## config.mk

```make
export PLATFORM = sky130hd
export DESIGN_NAME = adc_spi_capture
export DESIGN_NICKNAME = d
export VERILOG_FILES = /design/src/rtl/adc_spi_capture.sv
export SDC_FILE = /design/constraint.sdc
export NUM_CORES = 1
export LEC_CHECK = 0
export CAP_MARGIN = 20
export CELL_PAD_IN_SITES_DETAIL_PLACEMENT = 1
export CELL_PAD_IN_SITES_GLOBAL_PLACEMENT = 2
export CORE_ASPECT_RATIO = 1.2
export CORE_MARGIN = 2
export CORE_UTILIZATION = 39
export DETAILED_ROUTE_END_ITERATION = 7
export PLACE_DENSITY_LB_ADDON = 0.1
export SETUP_SLACK_MARGIN = 0.5
export SLEW_MARGIN = 20
export SYNTH_ARGS = -nofsm -noshare
export SYNTH_HDL_FRONTEND = slang
export SYNTH_SLANG_ARGS = --single-unit
```

## constraint.sdc

```tcl
create_clock -name clk -period 4 [get_ports clk]
set_input_delay 1 -clock clk [delete_from_list [all_inputs] [get_ports clk]]
set_output_delay 1 -clock clk [all_outputs]
set_load 0.05 [all_outputs]
```

## src/rtl/adc_spi_capture.sv

```systemverilog
// ---------------------------------------------------------------------------
// adc_spi_capture
//
// Serial ADC front-end for the scan FSM. A one-cycle trigger starts one SPI
// read frame (CS_n / SCLK / MISO) from an external serial ADC. The sample is
// returned with a one-cycle done pulse. Chip-select setup/hold time and the
// quiet time between conversions are enforced here.
//
// Parameters:
//   NB_ADC    sample width in bits (<= N_FRAME)
//   N_FRAME   SCLK periods per conversion frame
//   CLK_DIV   clk cycles per SCLK half-period, also CS setup/hold (>= 1)
//   QUIET_CYC clk cycles with CS_n high after a frame (>= 1)
//
// Ports:
//   clk            system clock
//   i_rst          asynchronous reset, active low
//   i_adc_trig     start-conversion pulse
//   o_adc_done     one-cycle pulse, o_adc_data valid from this cycle on
//   o_adc_data     last captured sample, held until the next done
//   o_busy         high from trigger acceptance through the end of QUIET
//   o_trig_overrun sticky: a trigger arrived while busy (cleared by reset)
//   o_cs_n         ADC chip select, active low
//   o_sclk         ADC serial clock, idles high
//   i_miso         ADC serial data, sampled as SCLK rises
// ---------------------------------------------------------------------------
module adc_spi_capture #(
  parameter int NB_ADC    = 12,
  parameter int N_FRAME   = 16,
  parameter int CLK_DIV   = 4,
  parameter int QUIET_CYC = 8
) (
  input  logic              clk,
  input  logic              i_rst,
  input  logic              i_adc_trig,
  output logic              o_adc_done,
  output logic [NB_ADC-1:0] o_adc_data,
  output logic              o_busy,
  output logic              o_trig_overrun,
  output logic              o_cs_n,
  output logic              o_sclk,
  input  logic              i_miso
);

  // One counter serves both the SCLK half-period / CS timing and QUIET.
  localparam int CNT_MAX = (CLK_DIV > QUIET_CYC) ? CLK_DIV : QUIET_CYC;
  localparam int CNT_W   = $clog2(CNT_MAX + 1);
  localparam int BIT_W   = $clog2(N_FRAME + 1);

  localparam logic [CNT_W-1:0] DIV_LAST   = CNT_W'(CLK_DIV - 1);
  localparam logic [CNT_W-1:0] QUIET_LAST = CNT_W'(QUIET_CYC - 1);
  localparam logic [BIT_W-1:0] BIT_LAST   = BIT_W'(N_FRAME - 1);

  typedef enum logic [2:0] {
    IDLE,
    CS_SETUP,
    SHIFT,
    CS_HOLD,
    DONE,
    QUIET
  } state_e;

  state_e             state_q, state_d;
  logic [CNT_W-1:0]   cnt_q, cnt_d;
  logic [BIT_W-1:0]   bit_q, bit_d;
  logic               phase_q, phase_d;
  logic [NB_ADC-1:0]  shift_q, shift_d;
  logic [NB_ADC-1:0]  data_q, data_d;
  logic               overrun_q, overrun_d;
  logic               cs_n_q, cs_n_d;
  logic               sclk_q, sclk_d;
  logic               busy_q, busy_d;
  logic               done_q, done_d;

  // Next-state logic. phase_q is 0 during the SCLK-low half of a bit and 1
  // during the high half. The shift register holds only the last NB_ADC bits
  // received: the leading N_FRAME-NB_ADC bits simply fall off the top, so
  // after the frame the register already equals the low NB_ADC bits of the
  // full frame. Output registers are computed from the next state so that
  // every output comes straight from a flop.
  always_comb begin
    state_d   = state_q;
    cnt_d     = cnt_q;
    bit_d     = bit_q;
    phase_d   = phase_q;
    shift_d   = shift_q;
    data_d    = data_q;
    overrun_d = overrun_q | (i_adc_trig && (state_q != IDLE));

    case (state_q)
      IDLE: begin
        if (i_adc_trig) begin
          state_d = CS_SETUP;
          cnt_d   = '0;
        end
      end

      CS_SETUP: begin
        if (cnt_q == DIV_LAST) begin
          state_d = SHIFT;
          cnt_d   = '0;
          bit_d   = '0;
          phase_d = 1'b0;
        end else begin
          cnt_d = cnt_q + CNT_W'(1);
        end
      end

      SHIFT: begin
        if (cnt_q == DIV_LAST) begin
          cnt_d = '0;
          if (!phase_q) begin
            // SCLK rises at this edge: capture MISO now.
            phase_d = 1'b1;
            shift_d = (shift_q << 1) | NB_ADC'(i_miso);
          end else if (bit_q == BIT_LAST) begin
            state_d = CS_HOLD;
            phase_d = 1'b0;
          end else begin
            bit_d   = bit_q + BIT_W'(1);
            phase_d = 1'b0;
          end
        end else begin
          cnt_d = cnt_q + CNT_W'(1);
        end
      end

      CS_HOLD: begin
        if (cnt_q == DIV_LAST) begin
          state_d = DONE;
          cnt_d   = '0;
          data_d  = shift_q;
        end else begin
          cnt_d = cnt_q + CNT_W'(1);
        end
      end

      // The done cycle already has CS_n high; QUIET_CYC further cycles
      // follow before a trigger is accepted again.
      DONE: begin
        state_d = QUIET;
        cnt_d   = '0;
      end

      QUIET: begin
        if (cnt_q == QUIET_LAST) begin
          state_d = IDLE;
          cnt_d   = '0;
        end else begin
          cnt_d = cnt_q + CNT_W'(1);
        end
      end

      default: begin
        state_d = IDLE;
        cnt_d   = '0;
      end
    endcase

    cs_n_d = !((state_d == CS_SETUP) || (state_d == SHIFT) || (state_d == CS_HOLD));
    sclk_d = !((state_d == SHIFT) && !phase_d);
    busy_d = (state_d != IDLE);
    done_d = (state_d == DONE);
  end

  // State and output registers. Reset aborts any frame in progress and
  // discards the partial sample.
  always_ff @(posedge clk or negedge i_rst) begin
    if (!i_rst) begin
      state_q   <= IDLE;
      cnt_q     <= '0;
      bit_q     <= '0;
      phase_q   <= 1'b0;
      shift_q   <= '0;
      data_q    <= '0;
      overrun_q <= 1'b0;
      cs_n_q    <= 1'b1;
      sclk_q    <= 1'b1;
      busy_q    <= 1'b0;
      done_q    <= 1'b0;
    end else begin
      state_q   <= state_d;
      cnt_q     <= cnt_d;
      bit_q     <= bit_d;
      phase_q   <= phase_d;
      shift_q   <= shift_d;
      data_q    <= data_d;
      overrun_q <= overrun_d;
      cs_n_q    <= cs_n_d;
      sclk_q    <= sclk_d;
      busy_q    <= busy_d;
      done_q    <= done_d;
    end
  end

  assign o_adc_done     = done_q;
  assign o_adc_data     = data_q;
  assign o_busy         = busy_q;
  assign o_trig_overrun = overrun_q;
  assign o_cs_n         = cs_n_q;
  assign o_sclk         = sclk_q;

endmodule

```

## After elaboration in Yosys (flattened, before gate mapping)

Index checks and enable logic that the tools add are counted.
W data, S select, Z words.

- Register bits: 42

- Add/subtract/negate cells: 2
- Equality and inequality tests: 17
- Muxes and demuxes: 21
- Bitwise operators: 3
- Reduce and logical (&&, ||, !) cells: 15

Operators with widths:

| cell | number |
|---|---|
| $mux W3 | 7 |
| $mux W5 | 4 |
| $pmux W3 S6 | 1 |
| $eq A3 B2 Y1 const B | 4 |
| $mux W4 | 3 |
| $or A12 B1 Y12 | 1 |
| $pmux W4 S3 | 1 |
| $ne A2 B2 Y1 const B | 5 |
| $pmux W5 S2 | 1 |
| $eq A3 B3 Y1 const B | 3 |
| $eq A3 B1 Y1 const B | 2 |
| $reduce_bool A3 Y1 | 2 |
| $add A5 B1 Y5 const B | 1 |
| $eq A5 B4 Y1 const B | 1 |
| $reduce_and A5 Y1 | 1 |
| $add A4 B1 Y4 const B | 1 |
| $eq A4 B2 Y1 const B | 1 |
| $eq A4 B3 Y1 const B | 1 |
| $logic_not A1 Y1 | 3 |
| $logic_not A3 Y1 | 1 |
| $mux W1 | 3 |
| $reduce_and A3 Y1 | 1 |
| $reduce_or A3 Y1 | 1 |
| $logic_and A1 B1 Y1 | 2 |
| 6 further kinds | 7 |

## Depth between registers and ports, before layout

Gate-level depths: netlist of run 1.

- Depth after elaboration: 9
- Mapped depth: 9
- Mapped depth without buffers: 7

## Worst setup path before layout of run 1

No wires, ideal clock.

- Path type: register -> register
- Start point: register cnt_q[0]
- End point: register shift_q[1]
- Library setup time: 125 ps
- Arrival time: 1,971 ps
- Required time: 3,875 ps
- Setup slack: 1,905 ps
- Stages on the path, launching flop included: 9
- Buffers on the path: 2
- Clock period less this slack: 2,095 ps
- Cells stage by stage: dfrtp_1 -> ha_1 -> or3b_1 -> buf_6 -> inv_6 -> ha_1 -> and3_1 -> buf_2 -> mux2_2

- Cells in the longest elaborated chain, start to end: 2

RTL lines:

| element | line | RTL |
|---|---|---|
| from (decl) | 64 | `logic [CNT_W-1:0] cnt_q, cnt_d;` |
| from (signal assigned) | 183 | `cnt_q <= cnt_d;` |
| $eq A4 B2 Y1 | 110 | `if (cnt_q == DIV_LAST) begin` |
| $reduce_and A3 Y1 (no source line) | n/a |  |
| to (signal assigned) | 186 | `shift_q <= shift_d;` |
| to (decl) | 67 | `logic [NB_ADC-1:0] shift_q, shift_d;` |

No other way between the ends.
A chain may end at the register's enable or synchronous reset.

## Worst setup path in the final report of run 1

- Start point: register cs_n_q, in the netlist o_cs_n
- End point: output port o_cs_n

RTL lines:

| element | line | RTL |
|---|---|---|
| from (decl) | 70 | `logic cs_n_q, cs_n_d;` |
| from (signal assigned) | 189 | `cs_n_q <= cs_n_d;` |
| to (decl) | 40 | `output logic o_cs_n,` |

No word-level cell between the ends.

==> metrics.json, run 1 <==
{
  "synthesis": {
    "synth-seq-area-share": 0.5514,
    "ys_types": 45,
    "synth_top_cell_area_share": 0.5239,
    "top_cell_type_by_total_area_after_synthesis": "dfrtp_1",
    "ys.flop_type": "dfrtp_1",
    "net_count_synth": 179,
    "ys_seq_elements": 42,
    "synth_enable_flop_cells": 0,
    "ys.warnings.count": 0,
    "ffs_w_async_s_r_synth": 1.000,
    "synth_area_per_cell_sq_um": 11.24,
    "post_synth_instance_area_sq_mm": 0.001911,
    "mapped_cells": 170,
    "yosys-top-cells-area": "dfrtp_1 52%, nand2_1 7.9%, mux2_2 6.5%"
  },
  "route": {
    "postRouteWirelength_mm": 3.887,
    "drt_first_pass_iters": 2,
    "iter_0_drt_violations": 46,
    "drt_drc_violations_left": 0,
    "routed_via_density": 5.117,
    "wl_per_instance_microns": 15.67,
    "vias": 1269,
    "detail-route-antenna-nets": 0
  },
  "timing": {
    "finalHoldWorstSlack_ns": 0.4676,
    "timing.final.setup_violations": 0,
    "timing.final.hold_violations": 0,
    "timing.final.max_slew_violations": 0,
    "relSlewSlack": 0.3762,
    "clock.fmax_mhz": 383.6,
    "fin_skew_ns": 0.01021,
    "final.setup.tns_ns": 0,
    "rsz_0062_raised_after_global_routing": "no",
    "post-route-period-util": 0.6517,
    "min_period_ns": 2.607,
    "timing_worst_slew_pin_value_ns": 0.9357
  },
  "critical_path": {
    "critical_path_peak_fanout": 1,
    "max_stage_delay_ns": 0.79,
    "startpoint_type": "flop",
    "reg2reg_slack_ns": 1.59,
    "crit_chain": "clkdlybuf4s50_1",
    "setup.worst_path.end_class": "output port",
    "crit_required_ns": 3.00,
    "critical_path_class": "flop to output port",
    "path_delay_family": "buffers and inverters",
    "crit_path_top_delay_cell": "clkdlybuf4s50_1",
    "critical_path.n_buffers_inverters": 1,
    "worstPathArrival_ns": 1.61
  },
  "clock_tree": {
    "reg_clk_slew_reported_paths_ns": 0.08,
    "tritoncts_num_sinks": 42,
    "ctsHtreeMaxLevel": 2,
    "clock_path_buffers": 2,
    "clock_tree_from_tritoncts": "yes",
    "clk-insertion-delay-late_ns": 0.29,
    "clock-root-buffer": "clkbuf_8",
    "post_cts_resized": 0,
    "cts_hold_repair.buffers": 0,
    "cts_setup_buffers": 0,
    "cts_made_buffers": 5
  },
  "global_routing": {
    "gr-usage-met1": 0.2179,
    "grt_use_met2": 0.2775,
    "antenna_found_initial": 0,
    "grt_busiest_layer": "met2",
    "grtUsageMet3": 0.04482,
    "globalRouteOverflowTotal": 0,
    "grt_pass1_vias": 1406,
    "track_usage": 0.1720,
    "first_pass_grt_wire_length_mm": 6.920,
    "pin_count_of_the_biggest_net_entering_global_routing": 43
  },
  "run_status": {
    "status": "finished, final reports clean"
  },
  "floorplanning": {
    "dieWidth_microns": 67.90,
    "rows": 27,
    "die_area_sq_mm": 0.005477,
    "die_height_microns": 80.67,
    "design.portCount": 21,
    "floorplan.initialDensity": 0.4098,
    "core_area_sq_mm": 0.004662
  },
  "cells_and_area": {
    "nNetsFinal": 199,
    "finalNonFillerCells": 248,
    "antenna_cells_inserted": 0,
    "post_route_cells_drive_above_1_share": 0.1737,
    "area_growth_pct": 14.87
  },
  "power_and_ir_drop": {
    "power_density_over_cell_area_mw_per_mm2": 321.0,
    "leakage_uw": 0.001047,
    "ir_worst_vdd_mv": 0.1837
  },
  "placement": {
    "gp_congestion": 0.7877,
    "placed_cells_incl_taps": 241,
    "detailed_place_hpwl_mm": 2.705,
    "place.port_buffers": 20
  },
  "min_path": {
    "timing.hold.worst.class": "flop to flop"
  },
  "job": {
    "max-cap-violations": 0
  }
}
worst paths after layout:
kind | start | end | cells past startpoint
worst max-delay path | o_cs_n$_DFF_PN1_ | o_cs_n | 1
worst min-delay path | o_trig_overrun$_DFF_PN0_ | o_trig_overrun$_DFF_PN0_ | 1
worst max register to register | cnt_q[0]$_DFFE_PN0P_ | shift_q[0]$_DFFE_PN0P_ | 6
worst min register to register | o_trig_overrun$_DFF_PN0_ | o_trig_overrun$_DFF_PN0_ | 1
max in group asynchronous | i_rst | o_adc_data[2]$_DFFE_PN0P_ | 1
min in group asynchronous | i_rst | bit_q[1]$_DFFE_PN0P_ | 1
flip-flops by register name (all words and copies together), names as in the netlist:
register / flops
o_busy: 1
bit_q: 5
o_trig_overrun: 1
shift_q: 12
state_q: 3
phase_q: 1
o_cs_n: 1
o_adc_done: 1
cnt_q: 4
o_sclk: 1
o_adc_data: 12
per-layer routing:
| layer | vias up | share of wire |
|---|---|---|
| li1 | 610 | - |
| met1 | 634 | 0.45 |
| met2 | 18 | 0.50 |
| met3 | 7 | 0.029 |
| met4 | 0 | 0.018 |
| met5 | - | 0 |
through the flow:
stage	utilization	total power, uW	instance area (sq um)	worst slack (ns)
CTS	0.4707	717.6	2195	1.375
detailed placement	0.4544	452.1	2118	1.576
global placement	0.4544	451.2	2118	1.615
finish	0.4707	704.5	2195	1.393
global route	0.4707	739.0	2195	1.328
floorplan	-	439.3	1911	1.905
area by class of cell:
cell class,instances,area (sq um)
Fill cell,507,2467
Sequential cell,42,1054
Multi-Input combinational cell,111,754.5
Timing Repair Buffer,20,195.2
Clock buffer,7,76.32
Tap cell,58,72.57
Inverter,10,42.54
power breakdown:
part	switching (uW)	total [uW]	internal [uW]
clock	141	262	120
sequential	2.11	429	427
combinational	9.80	13.7	3.94
total	153	705	551
synth_stat cells (2+ instances only):
master and instances:
ha_1 5, nor2_1 3, mux2_2 11, buf_2 2
nand3_2 2, nor3b_1 2, and3_1 2, nor3_1 3
and2b_2 2, xnor2_1 2, dfstp_2 2, o21ai_0 7
dfrtp_1 40, inv_1 8, nor2b_1 2, nand2_1 40
a21oi_1 2, buf_4 2, nand3_1 3, a22o_1 4
mux2_1 2
worst register-to-register path: stages (launching register included):
cell and delay (ns):
dfrtp_1 0.40, ha_1 0.23, or3b_1 0.51, inv_6 0.14, ha_1 0.15, and3_1 0.47
mux2_2 0.40
logic make-up (layout without fill, tap and decap cells):
family,after synthesis,in the layout,share of synthesized area
fa+ha+maj,5,5,0.03274
flops,42,42,0.5514
compound gates,22,22,0.09038
buf+inv,17,37,0.05370
mux,14,14,0.08448
xor+xnor,2,2,0.009170
simple gates,68,68,0.1781
placed cells by master, fill, tap and decap left out, types with 2 or more instances in the layout:
cell             netlist  final
nand2_1               40     40
dfrtp_1               40     40
clkdlybuf4s50_1        0     19
mux2_2                11     11
inv_1                  8      8
o21ai_0                7      7
ha_1                   5      5
clkbuf_8               0      5
a22o_1                 4      4
nand3_1                3      3
nor2_1                 3      3
nor3_1                 3      3
and2b_2                2      2
nand3_2                2      2
nor2b_1                2      2
nor3b_1                2      2
a21oi_1                2      2
xnor2_1                2      2
and3_1                 2      2
mux2_1                 2      2
clkbuf_1               1      2
dfstp_2                2      2
(Power assumes the default switching activity.)
==> run 2, diff against run 1 <==
- CORE_UTILIZATION: 39 -> 36
- clock period: 4 -> 2.75 ns (I/O delays scaled with it)
==> run 2 against run 1 <==
  * Largest power group unchanged
  * Combinational power grew 42%
  * Die area grew 7.9%
  * Clock skew decreased by 0.0017 ns
  * Clock power up 61%
  * Sequential cell count did not move
  * Cell area is 6.0% higher
  * Critical path depth increased by 6
  * Routed wire length decreased by 2.1%
  * Final cell count increased by 5.2%
  * Register-to-register slack got worse by 1.0 ns
==> metrics.json, run 2 (synthesis gave the netlist of run 1 again) <==
{
  "run_status": {
    "status": "finished, final reports clean"
  },
  "route": {
    "drt_drc_violations_left": 0,
    "routed_via_density": 5.011,
    "vias": 1308,
    "detail-route-antenna-nets": 0,
    "postRouteWirelength_mm": 3.806,
    "wl_per_instance_microns": 14.58,
    "drt_first_pass_iters": 4,
    "iter_0_drt_violations": 45
  },
  "timing": {
    "post-route-period-util": 0.8017,
    "timing.final.hold_violations": 0,
    "rsz_0062_raised_after_global_routing": "yes",
    "timing.final.max_slew_violations": 0,
    "fin_skew_ns": 0.008491,
    "final.setup.tns_ns": 0,
    "clock.fmax_mhz": 453.6,
    "timing_worst_slew_pin_value_ns": 0.9122,
    "relSlewSlack": 0.3919,
    "timing.final.setup_violations": 0,
    "min_period_ns": 2.205
  },
  "critical_path": {
    "setup.worst_path.end_class": "flop",
    "worst_r2r_path_depth": 7,
    "crit_chain": "ha_4, or3b_4, ha_4, nor3b_2, a21oi_2, o21ai_1, or4b_1",
    "regToRegEndpoint": "o_sclk$_DFF_PN1_",
    "critical_path_class": "flop to flop",
    "worstPathArrival_ns": 2.41,
    "crit_path_top_delay_cell": "or4b_1",
    "crit_path_start": "cnt_q[1]$_DFFE_PN0P_",
    "startpoint_type": "flop",
    "timing.critical_path.to": "o_sclk$_DFF_PN1_",
    "cp_common_cell": "ha_4",
    "critical_path_peak_fanout": 4,
    "crit_required_ns": 2.96,
    "worst_r2r_startpoint": "cnt_q[1]$_DFFE_PN0P_",
    "reg2reg_slack_ns": 0.55,
    "max_stage_delay_ns": 0.56
  },
  "clock_tree": {
    "cts_made_buffers": 5,
    "reg_clk_slew_reported_paths_ns": 0.08,
    "clock_path_buffers": 2,
    "clk-insertion-delay-late_ns": 0.29,
    "ctsHtreeMaxLevel": 2,
    "clock_tree_from_tritoncts": "yes",
    "clock-root-buffer": "clkbuf_8",
    "tritoncts_num_sinks": 42
  },
  "global_routing": {
    "antenna_found_initial": 0,
    "grt_pass1_vias": 1447,
    "globalRouteOverflowTotal": 0,
    "grt_busiest_layer": "met2",
    "first_pass_grt_wire_length_mm": 6.803,
    "gr-usage-met1": 0.1703,
    "pin_count_of_the_biggest_net_entering_global_routing": 43,
    "track_usage": 0.1444,
    "grt_use_met2": 0.2513,
    "grtUsageMet3": 0.03261
  },
  "min_path": {
    "timing.hold.worst.class": "flop to flop",
    "worstHoldStart": "o_trig_overrun$_DFF_PN0_"
  },
  "floorplanning": {
    "rows": 29,
    "die_area_sq_mm": 0.005908,
    "core_area_sq_mm": 0.005189,
    "dieWidth_microns": 70.50,
    "floorplan.initialDensity": 0.3682,
    "design.portCount": 21,
    "die_height_microns": 83.80
  },
  "cells_and_area": {
    "top_library_cells_by_usage_in_the_layout_fill_and_taps_aside": "40 x nand2_1, 40 x dfrtp_1, 17 x clkdlybuf4s50_1",
    "nNetsFinal": 207,
    "post-route-cell-area_sq_mm": 0.002326,
    "post_route_cells_drive_above_1_share": 0.2462,
    "antenna_cells_inserted": 0,
    "area_growth_pct": 21.74
  },
  "placement": {
    "post_dp_cell_area_sq_mm": 0.002123,
    "gp_congestion": 0.6996,
    "place.port_buffers": 20,
    "detailed_place_hpwl_mm": 2.616
  },
  "power_and_ir_drop": {
    "leakage_uw": 0.001108,
    "ir_worst_vdd_mv": 0.2092,
    "power_density_over_cell_area_mw_per_mm2": 457.9
  },
  "job": {
    "max-cap-violations": 0
  }
}
==> run 2: changes by cell type in the layout (fill, tap and decap cells not counted), moves of 2 or more <==
cell             change
buf_4                +7
clkdlybuf4s50_1      -2
dlygate4sd2_1        +2
ha_1                 -2
ha_4                 +2
==> run 2: repair_timing <==
item,4_1_cts,5_1_grt
setup endpoints to repair,15,1
pin swaps,0,4
hold buffers,0,0
setup buffers,3,5
gates resized for setup,5,5
==> run 2: routing by layer <==
layer	share of wire	wire (microns)
met5	0	0
met4	0.012	45
met3	0.033	125
met2	0.52	1995
met1	0.43	1639
==> run 2: worst min-delay path by stage <==
stage / slack, ns / cells after the start / end
2_1_floorplan: 0.39 / 0 / bit_q[0]$_DFFE_PN0P_
3_3_place_gp: 0.44 / 1 / o_trig_overrun$_DFF_PN0_
3_5_place_dp: 0.45 / 1 / o_trig_overrun$_DFF_PN0_
4_1_cts: 0.47 / 1 / o_trig_overrun$_DFF_PN0_
5_1_grt: 0.49 / 1 / o_trig_overrun$_DFF_PN0_
6_report: 0.47 / 1 / o_trig_overrun$_DFF_PN0_
==> run 2: layout make-up <==
class / instances / area, sq um
Clock buffer: 7 / 86.33
Inverter: 10 / 42.54
Sequential cell: 42 / 1054
Timing Repair Buffer: 28 / 265.3
Multi-Input combinational cell: 111 / 792.0
Fill cell: 579 / 2863
Tap cell: 62 / 77.57
Clock inverter: 1 / 8.758
==> run 2: metrics by stage <==
step                      hold slack (ns)  total power [uW]  instances  utilization  setup WS [ns]
after global routing               0.4858              1115        261       0.4483         0.4780
after floorplan                    0.3919             638.9        170            -         0.6546
after detailed placement           0.4548             657.4        245       0.4092         0.3341
after CTS                          0.4719              1085        256       0.4326         0.5098
final                              0.4694              1065        261       0.4483         0.5452
after global placement             0.4396             656.3        245       0.4092         0.4234
==> run 2: where the power goes <==
group          total (uW)  internal, uW  switching [uW]
Clock                 422           208             214
Sequential            624           621            2.75
Combinational        19.5          5.71            13.8
==> run 2: critical path: cells and delay by family (launching register included) <==
kind            cells  cell delay [ns]
fa+ha+maj           2             0.45
simple gates        3             1.02
flops               1             0.41
compound gates      2             0.24
==> run 3, diff against run 2 <==
- CORE_UTILIZATION: 36 -> 33
- clock period: 2.75 -> 2 ns (I/O delays scaled with it)
==> run 3 against run 2 <==
  * The flow now finishes with violations (negative setup slack)
  * Utilization fell by 1.4 points
  * Critical path depth did not move
  * Cell area rose by 5.0%
  * Non-clock buffer count rose by 7
  * Highest routed layer unchanged
  * Total power rose by 47%
  * Die area rose by 8.6%
  * Via count rose by 2.7%
  * Fmax rose by 6.1%
==> metrics.json, run 3 (synthesis gave the netlist of run 1 again) <==
{
  "clock_tree": {
    "clk-insertion-delay-late_ns": 0.30,
    "ctsHtreeMaxLevel": 2,
    "reg_clk_slew_reported_paths_ns": 0.08,
    "clock-root-buffer": "clkbuf_8",
    "clock_tree_from_tritoncts": "yes",
    "cts_made_buffers": 5,
    "clock_path_buffers": 2,
    "tritoncts_num_sinks": 42
  },
  "timing": {
    "relSlewSlack": 0.6532,
    "fin_skew_ns": 0.008058,
    "postLayoutSetupSlackWorst_ns": -0.07857,
    "timing_worst_slew_pin_value_ns": 0.5202,
    "post-route-period-util": 1.039,
    "clock.fmax_mhz": 481.1,
    "rsz_0062_raised_after_global_routing": "yes",
    "timing.final.hold_violations": 0,
    "timing.final.setup_violations": 13,
    "timing.final.max_slew_violations": 0,
    "min_period_ns": 2.079
  },
  "critical_path": {
    "setup.worst_path.end_class": "flop",
    "startpoint_type": "flop",
    "path_delay_family": "simple AND/OR/NAND/NOR gates",
    "critical_path_class": "flop to flop",
    "crit_required_ns": 2.21,
    "crit_path_top_delay_cell": "or4b_1",
    "critical_path_peak_fanout": 2,
    "crit_chain": "ha_2, or3b_4, ha_4, nor3b_2, a21oi_1, o21ai_1, or4b_1",
    "max_stage_delay_ns": 0.50,
    "worstPathArrival_ns": 2.29,
    "critical_path.n_buffers_inverters": 0
  },
  "cells_and_area": {
    "post_route_cells_drive_above_1_share": 0.4010,
    "area_growth_pct": 27.83,
    "top_library_cells_by_usage_in_the_layout_fill_and_taps_aside": "39 x nand2_1, 38 x dfrtp_1, 21 x buf_4",
    "nNetsFinal": 215,
    "layout_commonest_cell": "nand2_1",
    "antenna_cells_inserted": 0,
    "multi_input_logic_area_sq_um": 858.3,
    "finalNonFillerCells": 271,
    "final-seq-area_sq_mm": 0.001056,
    "n_fill_cell": 626
  },
  "placement": {
    "detailed_place_hpwl_mm": 2.979,
    "placed_cells_incl_taps": 259,
    "gp_congestion": 0.7718,
    "place.port_buffers": 20
  },
  "min_path": {
    "timing.hold.worst.class": "input port to asynchronous set/reset pin"
  },
  "floorplanning": {
    "floorplan.initialDensity": 0.3393,
    "core_area_sq_mm": 0.005630,
    "die_height_microns": 87.35,
    "dieWidth_microns": 73.46,
    "die_area_sq_mm": 0.006417,
    "design.portCount": 21,
    "rows": 30
  },
  "global_routing": {
    "antenna_found_initial": 0,
    "grt_pass1_vias": 1481,
    "pin_count_of_the_biggest_net_entering_global_routing": 23,
    "first_pass_grt_wire_length_mm": 7.182,
    "globalRouteOverflowTotal": 0,
    "track_usage": 0.1480
  },
  "run_status": {
    "status": "finished with violations",
    "violations": "negative setup slack"
  },
  "power_and_ir_drop": {
    "total_power_uw": 1563,
    "ir_worst_vdd_mv": 0.3138,
    "leakage_uw": 0.001183,
    "power_density_over_cell_area_mw_per_mm2": 640.0
  },
  "route": {
    "iter_0_drt_violations": 48,
    "wl_per_instance_microns": 15.39,
    "drt_first_pass_iters": 4,
    "detail-route-antenna-nets": 0,
    "postRouteWirelength_mm": 4.170,
    "routed_via_density": 4.956,
    "vias": 1343,
    "drt_drc_violations_left": 0
  },
  "job": {
    "max-cap-violations": 0
  }
}
-- run 3: changes by cell type in the layout (fill, tap and decap cells not counted), moves of 4 or more --
cell,previous run,this run
buf_4,7,21
buf_6,0,4
clkdlybuf4s50_1,17,2
buf_2,1,6
-- run 3: what timing repair did --
item / 4_1_cts / 5_1_grt
hold buffers: 0 / 0
pin swaps: 2 / 1
endpoints found under the setup margin: 48 / 41
gates resized for setup: 43 / 4
buffers inserted: 2 / 1
cloned: 1 / 0
-- run 3: through the flow --
| step | setup TNS, ns | worst slack, ns | utilization | hold slack [ns] | area, sq um |
|---|---|---|---|---|---|
| finish | -0.3410 | -0.07857 | 0.4338 | 0.1653 | 2442 |
| global route | -1.263 | -0.1712 | 0.4338 | 0.2004 | 2442 |
| CTS | -0.1365 | -0.02925 | 0.4304 | 0.1785 | 2424 |
| detailed placement | -1.223 | -0.1136 | 0.4011 | 0.4557 | 2258 |
| global placement | -0.5252 | -0.05299 | 0.4011 | 0.4395 | 2258 |
| floorplan | -0.06283 | -0.04313 | - | 0.2044 | 1993 |
-- run 3: layout make-up --
class,count,share of cell area
clock buffers,6,0.02971
clock inverters,2,0.01537
flip-flops and latches,42,0.4324
multi-input cells,112,0.3514
inverters,10,0.02049
repair buffers,35,0.1178
well taps,64,0.03279
-- run 3: worst register-to-register path, cell delays in order, from the launching register on --
cell	delay, ns
dfrtp_1	0.37
ha_2	0.19
or3b_4	0.40
ha_4	0.27
nor3b_2	0.04
a21oi_1	0.13
o21ai_1	0.10
or4b_1	0.50
-- run 3: routing by layer --
layer / track usage / vias up / part of all wire
met2: 0.2500 / 15 / 0.54
li1: - / 644 / -
met4: 0.06446 / 0 / 0.019
met5: 0 / - / 0
met1: 0.1793 / 679 / 0.42
met3: 0.03125 / 5 / 0.024
-- run 3: report_power, final --
part	switching (uW)	internal [uW]
Combinational	21.1	12.3
Clock	299	373
Sequential	4.37	854
Total	324	1240
-- run 3: final timing paths --
check | startpoint | to | slack [ns] | cells after the start
min | i_rst | o_adc_data[5]$_DFFE_PN0P_ | 0.17 | 1
min reg2reg | o_trig_overrun$_DFF_PN0_ | o_trig_overrun$_DFF_PN0_ | 0.47 | 1
max reg2reg | cnt_q[1]$_DFFE_PN0P_ | o_sclk$_DFF_PN1_ | -0.08 | 7
max | cnt_q[1]$_DFFE_PN0P_ | o_sclk$_DFF_PN1_ | -0.08 | 7
max in group asynchronous | i_rst | o_cs_n$_DFF_PN1_ | 1.25 | 2
min in group clk | o_trig_overrun$_DFF_PN0_ | o_trig_overrun$_DFF_PN0_ | 0.47 | 1
